===== src/rtl/tdm_demux_pkg.sv =====
// Shared constants, state encoding and parity helper for the 1:N TDM demultiplexer.
//   NUM_CH : channels per frame (power of 2, >= 2)
//   SEL_W  : channel index width, $clog2(NUM_CH)
package tdm_demux_pkg;

    localparam int unsigned NUM_CH = 8;
    localparam int unsigned SEL_W  = 3;

    typedef enum logic {
        ST_IDLE = 1'b0,
        ST_RUN  = 1'b1
    } state_e;

    // Even parity bit over one frame of channel data.
    function automatic logic even_parity(input logic [NUM_CH-1:0] d);
        return ^d;
    endfunction

endpackage


===== src/rtl/tdm_demux_1to8_if.sv =====
// Serial-in / parallel-out bus of the TDM demultiplexer.
//   master : serial source, drives din/din_valid/frame_sync, observes frame outputs
//   slave  : demultiplexer, the reverse
interface tdm_demux_1to8_if;

    logic                              din;
    logic                              din_valid;
    logic                              frame_sync;
    logic [tdm_demux_pkg::NUM_CH-1:0]  y;
    logic                              frame_valid;
    logic [tdm_demux_pkg::SEL_W-1:0]   ch_idx;
    logic                              locked;
    logic                              sync_err;
    logic                              parity_err;

    modport master (
        output din, din_valid, frame_sync,
        input  y, frame_valid, ch_idx, locked, sync_err, parity_err
    );

    modport slave (
        input  din, din_valid, frame_sync,
        output y, frame_valid, ch_idx, locked, sync_err, parity_err
    );

endinterface


===== src/rtl/tdm_demux_1to8.sv =====
// Time-division 1:8 demultiplexer. Collects one channel bit per valid beat, channel 0
// flagged by frame_sync, and publishes the completed parallel word on y with a one-cycle
// frame_valid pulse. y holds the last good frame; partial frames never reach it.
// Ports:
//   clk, rst_n       : clock, synchronous active-low reset
//   bus (slave)      : din, din_valid, frame_sync in; y, frame_valid, ch_idx, locked,
//                      sync_err, parity_err out (all registered)
// Optional macro TDM_DEMUX_PARITY_EN: each frame carries a trailing even-parity beat;
// a mismatch pulses parity_err and leaves y unchanged.
module tdm_demux_1to8
    import tdm_demux_pkg::*;
(
    input  logic            clk,
    input  logic            rst_n,
    tdm_demux_1to8_if.slave bus
);

`ifdef TDM_DEMUX_PARITY_EN
    // Counter reaches NUM_CH on the parity beat.
    localparam int unsigned CNT_W = SEL_W + 1;
    localparam int unsigned FINAL = NUM_CH;
`else
    localparam int unsigned CNT_W = SEL_W;
    localparam int unsigned FINAL = NUM_CH - 1;
`endif

    state_e              state_q,       state_d;
    logic [CNT_W-1:0]    cnt_q,         cnt_d;
    logic [SEL_W-1:0]    ch_idx_q,      ch_idx_d;
    logic [NUM_CH-1:0]   shadow_q,      shadow_d;
    logic [NUM_CH-1:0]   y_q,           y_d;
    logic                frame_valid_q, frame_valid_d;
    logic                sync_err_q,    sync_err_d;
    logic                parity_err_q,  parity_err_d;
    logic                locked_q,      locked_d;

    // Framing FSM, shadow capture and output update.
    always_comb begin
        state_d       = state_q;
        cnt_d         = cnt_q;
        shadow_d      = shadow_q;
        y_d           = y_q;
        frame_valid_d = 1'b0;
        sync_err_d    = 1'b0;
        parity_err_d  = 1'b0;

        if (bus.din_valid) begin
            unique case (state_q)
                ST_IDLE: begin
                    if (bus.frame_sync) begin
                        shadow_d[0] = bus.din;
                        cnt_d       = CNT_W'(1);
                        state_d     = ST_RUN;
                    end
                end
                ST_RUN: begin
                    if (bus.frame_sync) begin
                        // Sync anywhere but channel 0 abandons the partial frame.
                        sync_err_d  = (cnt_q != '0);
                        shadow_d[0] = bus.din;
                        cnt_d       = CNT_W'(1);
                    end else if (cnt_q == '0) begin
                        sync_err_d = 1'b1;
                        state_d    = ST_IDLE;
                    end else if (cnt_q == CNT_W'(FINAL)) begin
`ifdef TDM_DEMUX_PARITY_EN
                        if (even_parity(shadow_q) == bus.din) begin
                            y_d           = shadow_q;
                            frame_valid_d = 1'b1;
                        end else begin
                            parity_err_d  = 1'b1;
                        end
`else
                        y_d           = {bus.din, shadow_q[NUM_CH-2:0]};
                        frame_valid_d = 1'b1;
`endif
                        cnt_d = '0;
                    end else begin
                        shadow_d[cnt_q[SEL_W-1:0]] = bus.din;
                        cnt_d = cnt_q + CNT_W'(1);
                    end
                end
                default: state_d = ST_IDLE;
            endcase
        end

`ifdef TDM_DEMUX_PARITY_EN
        // Reported index saturates on the parity beat.
        ch_idx_d = (cnt_d == CNT_W'(NUM_CH)) ? SEL_W'(NUM_CH - 1) : cnt_d[SEL_W-1:0];
`else
        ch_idx_d = cnt_d;
`endif
        locked_d = (state_d == ST_RUN);
    end

    always_ff @(posedge clk) begin
        if (!rst_n) begin
            state_q       <= ST_IDLE;
            cnt_q         <= '0;
            ch_idx_q      <= '0;
            shadow_q      <= '0;
            y_q           <= '0;
            frame_valid_q <= 1'b0;
            sync_err_q    <= 1'b0;
            parity_err_q  <= 1'b0;
            locked_q      <= 1'b0;
        end else begin
            state_q       <= state_d;
            cnt_q         <= cnt_d;
            ch_idx_q      <= ch_idx_d;
            shadow_q      <= shadow_d;
            y_q           <= y_d;
            frame_valid_q <= frame_valid_d;
            sync_err_q    <= sync_err_d;
            parity_err_q  <= parity_err_d;
            locked_q      <= locked_d;
        end
    end

    assign bus.y           = y_q;
    assign bus.frame_valid = frame_valid_q;
    assign bus.ch_idx      = ch_idx_q;
    assign bus.locked      = locked_q;
    assign bus.sync_err    = sync_err_q;
    assign bus.parity_err  = parity_err_q;

endmodule


===== src/flat_wrapper.sv =====
// flat-port wrapper written by rule: the top's interface ports become plain ports
module tdm_demux_1to8_flat import tdm_demux_pkg::*;
  (clk, rst_n, bus_din, bus_din_valid, bus_frame_sync, bus_y, bus_frame_valid, bus_ch_idx, bus_locked, bus_sync_err, bus_parity_err);
  tdm_demux_1to8_if bus_i ();
  input  logic clk;
  input  logic rst_n;
  input wire logic [$bits(bus_i.din)-1:0] bus_din;
  input wire logic [$bits(bus_i.din_valid)-1:0] bus_din_valid;
  input wire logic [$bits(bus_i.frame_sync)-1:0] bus_frame_sync;
  output wire logic [$bits(bus_i.y)-1:0] bus_y;
  output wire logic [$bits(bus_i.frame_valid)-1:0] bus_frame_valid;
  output wire logic [$bits(bus_i.ch_idx)-1:0] bus_ch_idx;
  output wire logic [$bits(bus_i.locked)-1:0] bus_locked;
  output wire logic [$bits(bus_i.sync_err)-1:0] bus_sync_err;
  output wire logic [$bits(bus_i.parity_err)-1:0] bus_parity_err;
  assign bus_i.din = bus_din;
  assign bus_i.din_valid = bus_din_valid;
  assign bus_i.frame_sync = bus_frame_sync;
  assign bus_y = bus_i.y;
  assign bus_frame_valid = bus_i.frame_valid;
  assign bus_ch_idx = bus_i.ch_idx;
  assign bus_locked = bus_i.locked;
  assign bus_sync_err = bus_i.sync_err;
  assign bus_parity_err = bus_i.parity_err;
  tdm_demux_1to8 u_core (.clk(clk), .rst_n(rst_n), .bus(bus_i));
endmodule

===== config.mk =====
export PLATFORM = sky130hd
export DESIGN_NAME = tdm_demux_1to8_flat
export DESIGN_NICKNAME = d
export VERILOG_FILES = /design/src/rtl/tdm_demux_pkg.sv /design/src/rtl/tdm_demux_1to8_if.sv /design/src/rtl/tdm_demux_1to8.sv /design/src/flat_wrapper.sv
export SDC_FILE = /design/constraint.sdc
export NUM_CORES = 1
export LEC_CHECK = 0
export BUFFER_PORTS_ARGS = -buffer_cell sky130_fd_sc_hd__clkbuf_2
export CORE_ASPECT_RATIO = 1.25
export CORE_MARGIN = 5
export CORE_UTILIZATION = 45
export DETAILED_ROUTE_END_ITERATION = 6
export PLACE_DENSITY = 0.7
export SLEW_MARGIN = 40
export SYNTH_ARGS = -nofsm -noshare
export SYNTH_HDL_FRONTEND = slang
export SYNTH_SLANG_ARGS = --single-unit

===== constraint.sdc =====
create_clock -name clk -period 1.75 [get_ports clk]
set_input_delay 0.2625 -clock clk [delete_from_list [all_inputs] [get_ports clk]]
set_output_delay 0.2625 -clock clk [all_outputs]
set_load 0.02 [all_outputs]

== After elaboration in Yosys (flattened, before gate mapping) ==
Cells that the tools add are included.
Storage, ports and cells
  bits in registers: 22
  latch bits: 0
  bits in writable memories: 0
  memory bits (read-only): 0
  bits of input ports: 5
  output and inout bits: 15
  logic and storage cells: 49
  memories: 0
Cells by class
  add/subtract/negate cells: 1
  $mul: 0
  divide/modulo/power cells: 0
  $lt $le $gt $ge: 2
  eq/ne operators: 4
  shift-type cells: 0
  multiplexer cells: 20
  bitwise logic cells: 6
  reductions and logical operators: 9
Operators with widths (number)
  3-bit two-way mux: 4
  1-bit two-way mux: 11
  5-bit AND reduction: 2
  8-bit bitwise mux: 1
  3-bit inequality test (second input constant): 2
  1-bit NOT: 6
  3-bit one-hot mux with 2 select lines: 1
  3-bit AND reduction: 2
  5-bit OR reduction: 1
  3-bit by 4-bit less-than comparator with 1-bit output (second input constant): 1
  1-bit one-hot mux with 2 select lines: 2
  4-bit AND reduction: 1
  3-bit by 1-bit adder with 3-bit output (second input constant): 1
  1-bit demux with 3-bit select: 1
  3-bit == test (second input constant): 1
  3-bit by 1-bit greater-or-equal comparator with 1-bit output (second input constant): 1
  3-bit logical NOT: 1
  3-bit nonzero test: 1
  2-bit inequality test (second input constant): 1
  1-bit logical AND: 1

== Depth between registers and ports, before layout ==
Gate-level depths: netlist of run 1.
  depth in word-level cells: 9
  mapped depth: 10
  mapped depth without buffers: 8

== Worst setup path after synthesis of run 1 ==
Ideal clock, no wire load.
  kind: register to register
  start point: register u_core.cnt_q[0]
  end point: register u_core.cnt_q[0]
  setup time: 0.134 ns
  arrival time: 1.680 ns
  path slack: -0.064 ns
  stages on the path, launching flop included: 8
  period minus slack after synthesis: 1.814 ns
  cells stage by stage: dfxtp_1 > inv_1 > ha_1 > nor2b_1 > ha_1 > nor3b_4 > mux2_4 > a221oi_2
Between the ends
  word-level cells in the longest chain between the ends: 5
RTL lines
  from (decl): line tdm_demux_1to8.sv:28  | logic [CNT_W-1:0] cnt_q, cnt_d;
  from (signal assigned): line tdm_demux_1to8.sv:109  | cnt_q <= cnt_d;
  3-bit by 1-bit adder with 3-bit output / 3-bit == test (equally long branches): line tdm_demux_1to8.sv:80, tdm_demux_1to8.sv:65
  3-bit two-way mux: line tdm_demux_1to8.sv:65  | end else if (cnt_q == CNT_W'(FINAL)) begin
  3-bit two-way mux: line tdm_demux_1to8.sv:62  | end else if (cnt_q == '0) begin
  3-bit two-way mux: line tdm_demux_1to8.sv:57  | if (bus.frame_sync) begin
  3-bit one-hot mux with 2 select lines: line tdm_demux_1to8.sv:48  | unique case (state_q)
Parallel ways exist; a longest one is shown, timed or not. The select of a mux whose other input is x is not followed.
A chain may end at the register's enable or synchronous reset.

== Worst setup path in the final report of run 1 ==
  start point: register u_core.cnt_q[0]
  end point: register u_core.y_q[5], in the netlist u_core.bus.y[5]
Between the ends
  word-level cells in the longest chain between the ends: 3
RTL lines
  3-bit logical NOT: line tdm_demux_1to8.sv:62
  1-bit NOT (no source line)
  5-bit AND reduction (no source line) (*)
  to (signal assigned): line tdm_demux_1to8.sv:112  | y_q <= y_d;
  to (decl): line tdm_demux_1to8.sv:31  | logic [NUM_CH-1:0] y_q, y_d;
Mark *: on every way between the ends. The rest lies on a longest branch, timed or not.

==> metrics, run 1 <==
Die Y 62.6 microns; RSZ-0062 raised after global routing no; Cells after DPL 157; worst skew pair latency 0.31 ns; IO Port Bufs 18; largest net degree at the start of global routing 14; startpoint types flop; Seq pwr share 59.5%; internal power 0.608 mW; Detail Route Antenna Nets 0; mapped cell area 997 sq um; Post-DP HPWL 1.50 mm; number of global-route vias before repair 875; compound-gate portion of the synthesized area 10.2%; Die X 52.1 microns; CTS tree yes; Syn-to-layout area delta 15.9%; #FFs+latches synth 21; DR vias 822; worst r2r path cells 8; critical path's slowest cell dfxtp_2; Peak VDD IR 0.000462 V; actual slew at the worst max-slew pin 0.485 ns; clk sinks 21; core area 2160 sq um; Power Total 0.828 mW; GRT Residual Overflow 0; status finished clean; Final TNS setup 0 ns; maximum clock path buffer count 2; Combinational Power Share 11.4%; Setup Skew 0.00911 ns; drt drc 0; Fill cells 206; # nets final 143; top cell type's share of synthesized area 42.2%; CTS Buf Count 3; GRT met2 Usage 25.9%; Cell variety after synth 31; FFs w/ async S/R, synth 0%; Syn Area/Cell 8.90 sq um; synthesized instance count 112; commonest cells in the synthesized netlist nand2_1 (27), dfxtp_1 (21), a21oi_1 (8); Clock transition at path regs 0.12 ns; Register Area 423 sq um; Adder-Cell Fraction of Synth Area 6.27%; Die ar. 3260 sq um; WP data required 1.99 ns; sw frac 26.5%; worst-path maximum fanout 8; area of the multi-input gates 528 sq um; proportion of layout cells with a drive suffix above 1 25.8%; initial antenna violation count 0; pwr/cell area 716 nW/um^2; Crit path depth 8; final core utilization 53.4%; final non-filler cell total 163; NetSw 0.220 mW; most common cell in the netlist nand2_1; largest family of logic cells by synthesized area simple AND/OR/NAND/NOR gates; Synth area leaders dfxtp_1 (42%), nand2_1 (10%), mux2i_1 (7.0%); Setup violations, final 0; n_diodes 0; # rows 19; grt met1 use 14.4%; XOR/XNOR share of the synthesized area 0%; gr busiest metal met2; global-route wire length before repair 3.53 mm; crit path kind flop to flop; WHS Path Cells 3; DR vias/cell 5.04; cell taking the most area after synthesis dfxtp_1; min Tclk post-route 1.61 ns; 1st-iter DRT viols 10; Post-synth EDFFs 0; slew margin rel. 67.3%; Hold Path Class input pin to flop; Max Cap Violations 0; DRT Pass-1 Iters 4; sequential element share of the synthesized area 42.2%; final worst path period share 92.1%; Global Route Usage Sum 14.0%; delay-heaviest family, CP simple AND/OR/NAND/NOR gates; yosys synthesis warning count 0; H-tree levels 1; GP Congestion 0.905; Post-synth top flop dfxtp_1; Clock Power Share 29.1%; post-DR wirelength/cell 12.3 microns; Final Hold Vio Count 0; # IOs 20; post-synthesis simple-gate area fraction 26.0%; Initial Util 46.1%; WP buf/inv 2; Fmax achieved 620 MHz; mux contribution to synthesized area 8.53%; Clock Tree Root clkbuf_4; Hold Slack 0.191 ns; Arr. time, crit path 1.85 ns; Pins Over Slew Limit 0; DRT Wirelength 2.01 mm; worst path cell trace inv_1 > ha_1 > nor2b_2 > inv_1 > ha_1 > and4_2 > nand2_1 > a21oi_1; met3 usage 2.15%; Synth Net Count 122; P_leak 0.510 nW; Slowest Stage Delay on Critical Path 0.35 ns; crit end category flop
==> final timing paths <==
| path | start | slack (ns) | to |
|---|---|---|---|
| setup reg to reg | u_core.cnt_q[0]$_SDFFE_PN0P_ | 0.14 | u_core.bus.y[5]$_SDFFE_PN0P_ |
| hold / removal | bus_din | 0.19 | u_core.bus.y[7]$_SDFFE_PN0P_ |
| hold reg to reg | u_core.shadow_q[3]$_SDFFE_PN0P_ | 0.46 | u_core.bus.y[3]$_SDFFE_PN0P_ |
| setup / recovery | u_core.cnt_q[0]$_SDFFE_PN0P_ | 0.14 | u_core.bus.y[5]$_SDFFE_PN0P_ |
==> power by group through the flow <==
| stage | clock [mW] | sequential, mW | combinational, mW |
|---|---|---|---|
| after global placement | 0 | 0.502 | 0.0879 |
| final | 0.241 | 0.492 | 0.0948 |
| after CTS | 0.240 | 0.492 | 0.0914 |
| after floorplan | 0 | 0.507 | 0.0653 |
| after detailed placement | 0 | 0.503 | 0.0911 |
| after global routing | 0.264 | 0.494 | 0.105 |
==> worst register-to-register path, delay by kind of cell, from the launching register on <==
kind,cells,cell delay [ns]
AO/OA/AOI/OAI,1,0.12
adder cells (fa/ha/maj),2,0.35
buffers and inverters,2,0.14
flip-flops,1,0.35
AND/OR/NAND/NOR,3,0.59
==> routing by layer <==
metal  vias to the layer above  part of all wire (%)
li1                        422                     -
met1                       380                    44
met2                        16                    52
met3                         4                   2.9
met4                         0                   1.9
met5                         -                     0
==> logic make-up after synthesis <==
| logic type | Yosys count |
|---|---|
| muxes | 8 |
| buffers and inverters | 11 |
| and+or+nand+nor | 50 |
| DFF | 21 |
| AOI/OAI and AO/OA | 16 |
| other | 1 |
| adders and majority gates | 5 |
==> stage by stage <==
step | instance area, sq um | setup WS (ns)
after detailed placement | 1100 | 0.0594
final | 1160 | 0.137
after global routing | 1160 | 0.00887
after floorplan | 1000 | 0.0237
after global placement | 1100 | 0.135
after CTS | 1130 | 0.0246
==> layout by cell type (no fill, tap or decap), drive strengths merged <==
cell type / n
a211oi: 1
o221ai: 1
o21ai: 3
nor4: 1
mux2: 1
mux2i: 7
and4bb: 1
nand2: 27
nor4b: 1
nand4: 1
nand4b: 1
clkinv: 2
nor2: 4
buf: 4
a221oi: 1
conb: 1
a21oi: 8
nand3: 6
nor2b: 3
inv: 4
dfxtp: 21
and4b: 1
nor3b: 2
nand2b: 1
clkbuf: 21
and4: 1
a22oi: 2
ha: 5
==> state kept, by name (all words and copies together) (netlist names) <==
| name | cells |
|---|---|
| u_core.shadow_q | 7 |
| u_core.bus.frame_valid | 1 |
| u_core.state_q | 1 |
| u_core.cnt_q | 3 |
| u_core.bus.sync_err | 1 |
| u_core.bus.y | 8 |
==> timing repair <==
item / CTS / global route
gates resized for setup: 0 / 3
buffers inserted: 0 / 2
hold buffers: 0 / 0
endpoints found under the setup margin: 0 / 10
hold endpoints to repair: 0 / 0
==> area by class of cell <==
cell class              count  share of cell area [%]
clock buffers               3                    1.95
clock inverters             1                   0.433
inverters                   5                    1.62
multi-input cells          80                    45.7
flip-flops and latches     21                    36.6
well taps                  31                    3.35
repair buffers             22                    10.4
Power figures use the tool's default switching activity.
==> run 2: changes to the inputs <==
==> constraint.sdc (replaced) <==
create_clock -name clk -period 1.75 [get_ports clk]
set_input_delay 0 -clock clk [delete_from_list [all_inputs] [get_ports clk]]
set_output_delay 0 -clock clk [all_outputs]
set_load 0.02 [all_outputs]
==> metrics, run 2 (same netlist as run 1, synthesis figures left out) <==
commonest non-fill, non-tap cell in the layout nand2_1; Final Hold Vio Count 0; P_leak 0.523 nW; slew margin rel. 66.8%; flop2flop setup slack 0.13 ns; Syn-to-layout area delta 18.9%; Setup violations, final 0; Post-DP HPWL 1.50 mm; Die X 52.1 microns; post-DR wirelength/cell 12.4 microns; Hold Path Class input pin to flop; WP data required 1.98 ns; pwr/cell area 698 nW/um^2; actual slew at the worst max-slew pin 0.493 ns; DRT Pass-1 Iters 4; # rows 19; largest net degree at the start of global routing 14; DR vias 831; Clock transition at path regs 0.12 ns; # IOs 20; initial antenna violation count 0; status finished clean; Clock Power Share 28.4%; H-tree levels 1; clk sinks 21; global-route wire length before repair 3.57 mm; drt drc 0; Slowest Stage Delay on Critical Path 0.35 ns; commonest cells after routing, fill and taps aside nand2_1 (27), dfxtp_1 (19), clkbuf_2 (18), a21oi_1 (8), mux2i_1 (7); Combinational Power Share 12.1%; DR vias/cell 5.01; Final TNS setup 0 ns; number of flip-flops in the largest register 8; NetSw 0.216 mW; worst skew pair latency 0.31 ns; Die ar. 3260 sq um; Die Y 62.6 microns; Seq pwr share 59.4%; Setup Skew 0.00842 ns; Initial Util 46.1%; internal power 0.612 mW; Peak VDD IR 0.000487 V; CTS Buf Count 3; GP Congestion 0.905; Arr. time, crit path 1.85 ns; maximum clock path buffer count 2; dpl ws 0.0594 ns; Final WS setup 0.129 ns; min Tclk post-route 1.62 ns; DRT Wirelength 2.06 mm; core area 2160 sq um; Clock Tree Root clkbuf_4; GRT Residual Overflow 0; proportion of layout cells with a drive suffix above 1 25.2%; Global Route Usage Sum 14.2%; final worst path period share 92.6%; CTS tree yes; worst-path maximum fanout 8; sw frac 26.1%; n_diodes 0; startpoint types flop; crit path kind flop to flop; IO Port Bufs 18; worst path cell trace inv_1 > ha_1 > nor2b_2 > inv_1 > ha_1 > and4_2 > nand2_1 > a21oi_1; Pins Over Slew Limit 0; Max Cap Violations 0; 1st-iter DRT viols 13; number of global-route vias before repair 881; crit end category flop; critical path's slowest cell dfxtp_2; RSZ-0062 raised after global routing no; # nets final 146; Fmax achieved 617 MHz; Detail Route Antenna Nets 0
-- run 2: cell types whose count changed in the layout (fill, tap and decap cells not counted) --
cell / delta
dlygate4sd3_1: +3
-- run 2: layer usage --
layer	track usage [%]	part of all wire, %	up-vias
li1	-	-	430
met1	14.3	42	385
met2	26.7	54	14
met3	2.15	3.2	2
met4	6.89	0.83	0
met5	0	0	-
-- run 2: cell type report --
class	count	area, sq um
Timing Repair Buffer	25	150
Fill cell	206	977
Inverter	5	18.8
Tap cell	31	38.8
Multi-Input combinational cell	80	528
Sequential cell	21	423
Clock buffer	3	22.5
Clock inverter	1	5.00
-- run 2: critical path: cells and delay by family (launching register included) --
kind | cells | cell delay [ns]
adder cells (fa/ha/maj) | 2 | 0.35
AND/OR/NAND/NOR | 3 | 0.59
AO/OA/AOI/OAI | 1 | 0.12
flip-flops | 1 | 0.35
buffers and inverters | 2 | 0.14
-- run 2: final timing paths --
check                                  start  cells past startpoint                               to
max             u_core.cnt_q[0]$_SDFFE_PN0P_                      8     u_core.bus.y[5]$_SDFFE_PN0P_
min                                    rst_n                      3  u_core.shadow_q[5]$_SDFFE_PN0P_
max reg2reg     u_core.cnt_q[0]$_SDFFE_PN0P_                      8     u_core.bus.y[5]$_SDFFE_PN0P_
min reg2reg  u_core.shadow_q[3]$_SDFFE_PN0P_                      2     u_core.bus.y[3]$_SDFFE_PN0P_
-- run 2: per-stage QoR --
stage,util [%],instances,cell area (sq um),hold slack (ns),total power [mW]
global route,54.8,166,1190,0.124,0.871
floorplan,-,112,1000,0.0767,0.572
global placement,50.8,157,1100,0.241,0.590
detailed placement,50.8,157,1100,0.257,0.594
CTS,53.5,164,1160,0.105,0.829
finish,54.8,166,1190,0.118,0.829
-- run 2: timing repair --
| item | CTS | global route |
|---|---|---|
| resized for setup | 0 | 3 |
| endpoints found under the setup margin | 0 | 10 |
| buffers inserted | 0 | 2 |
| hold buffers | 3 | 0 |
| endpoints found under the hold margin | 3 | 0 |
-- run 2: power groups by stage --
stage | sequential, mW | clock (mW) | combinational (mW)
after detailed placement | 0.503 | 0 | 0.0911
after floorplan | 0.507 | 0 | 0.0653
final | 0.492 | 0.236 | 0.100
after global placement | 0.502 | 0 | 0.0879
after CTS | 0.492 | 0.240 | 0.0965
after global routing | 0.494 | 0.266 | 0.111
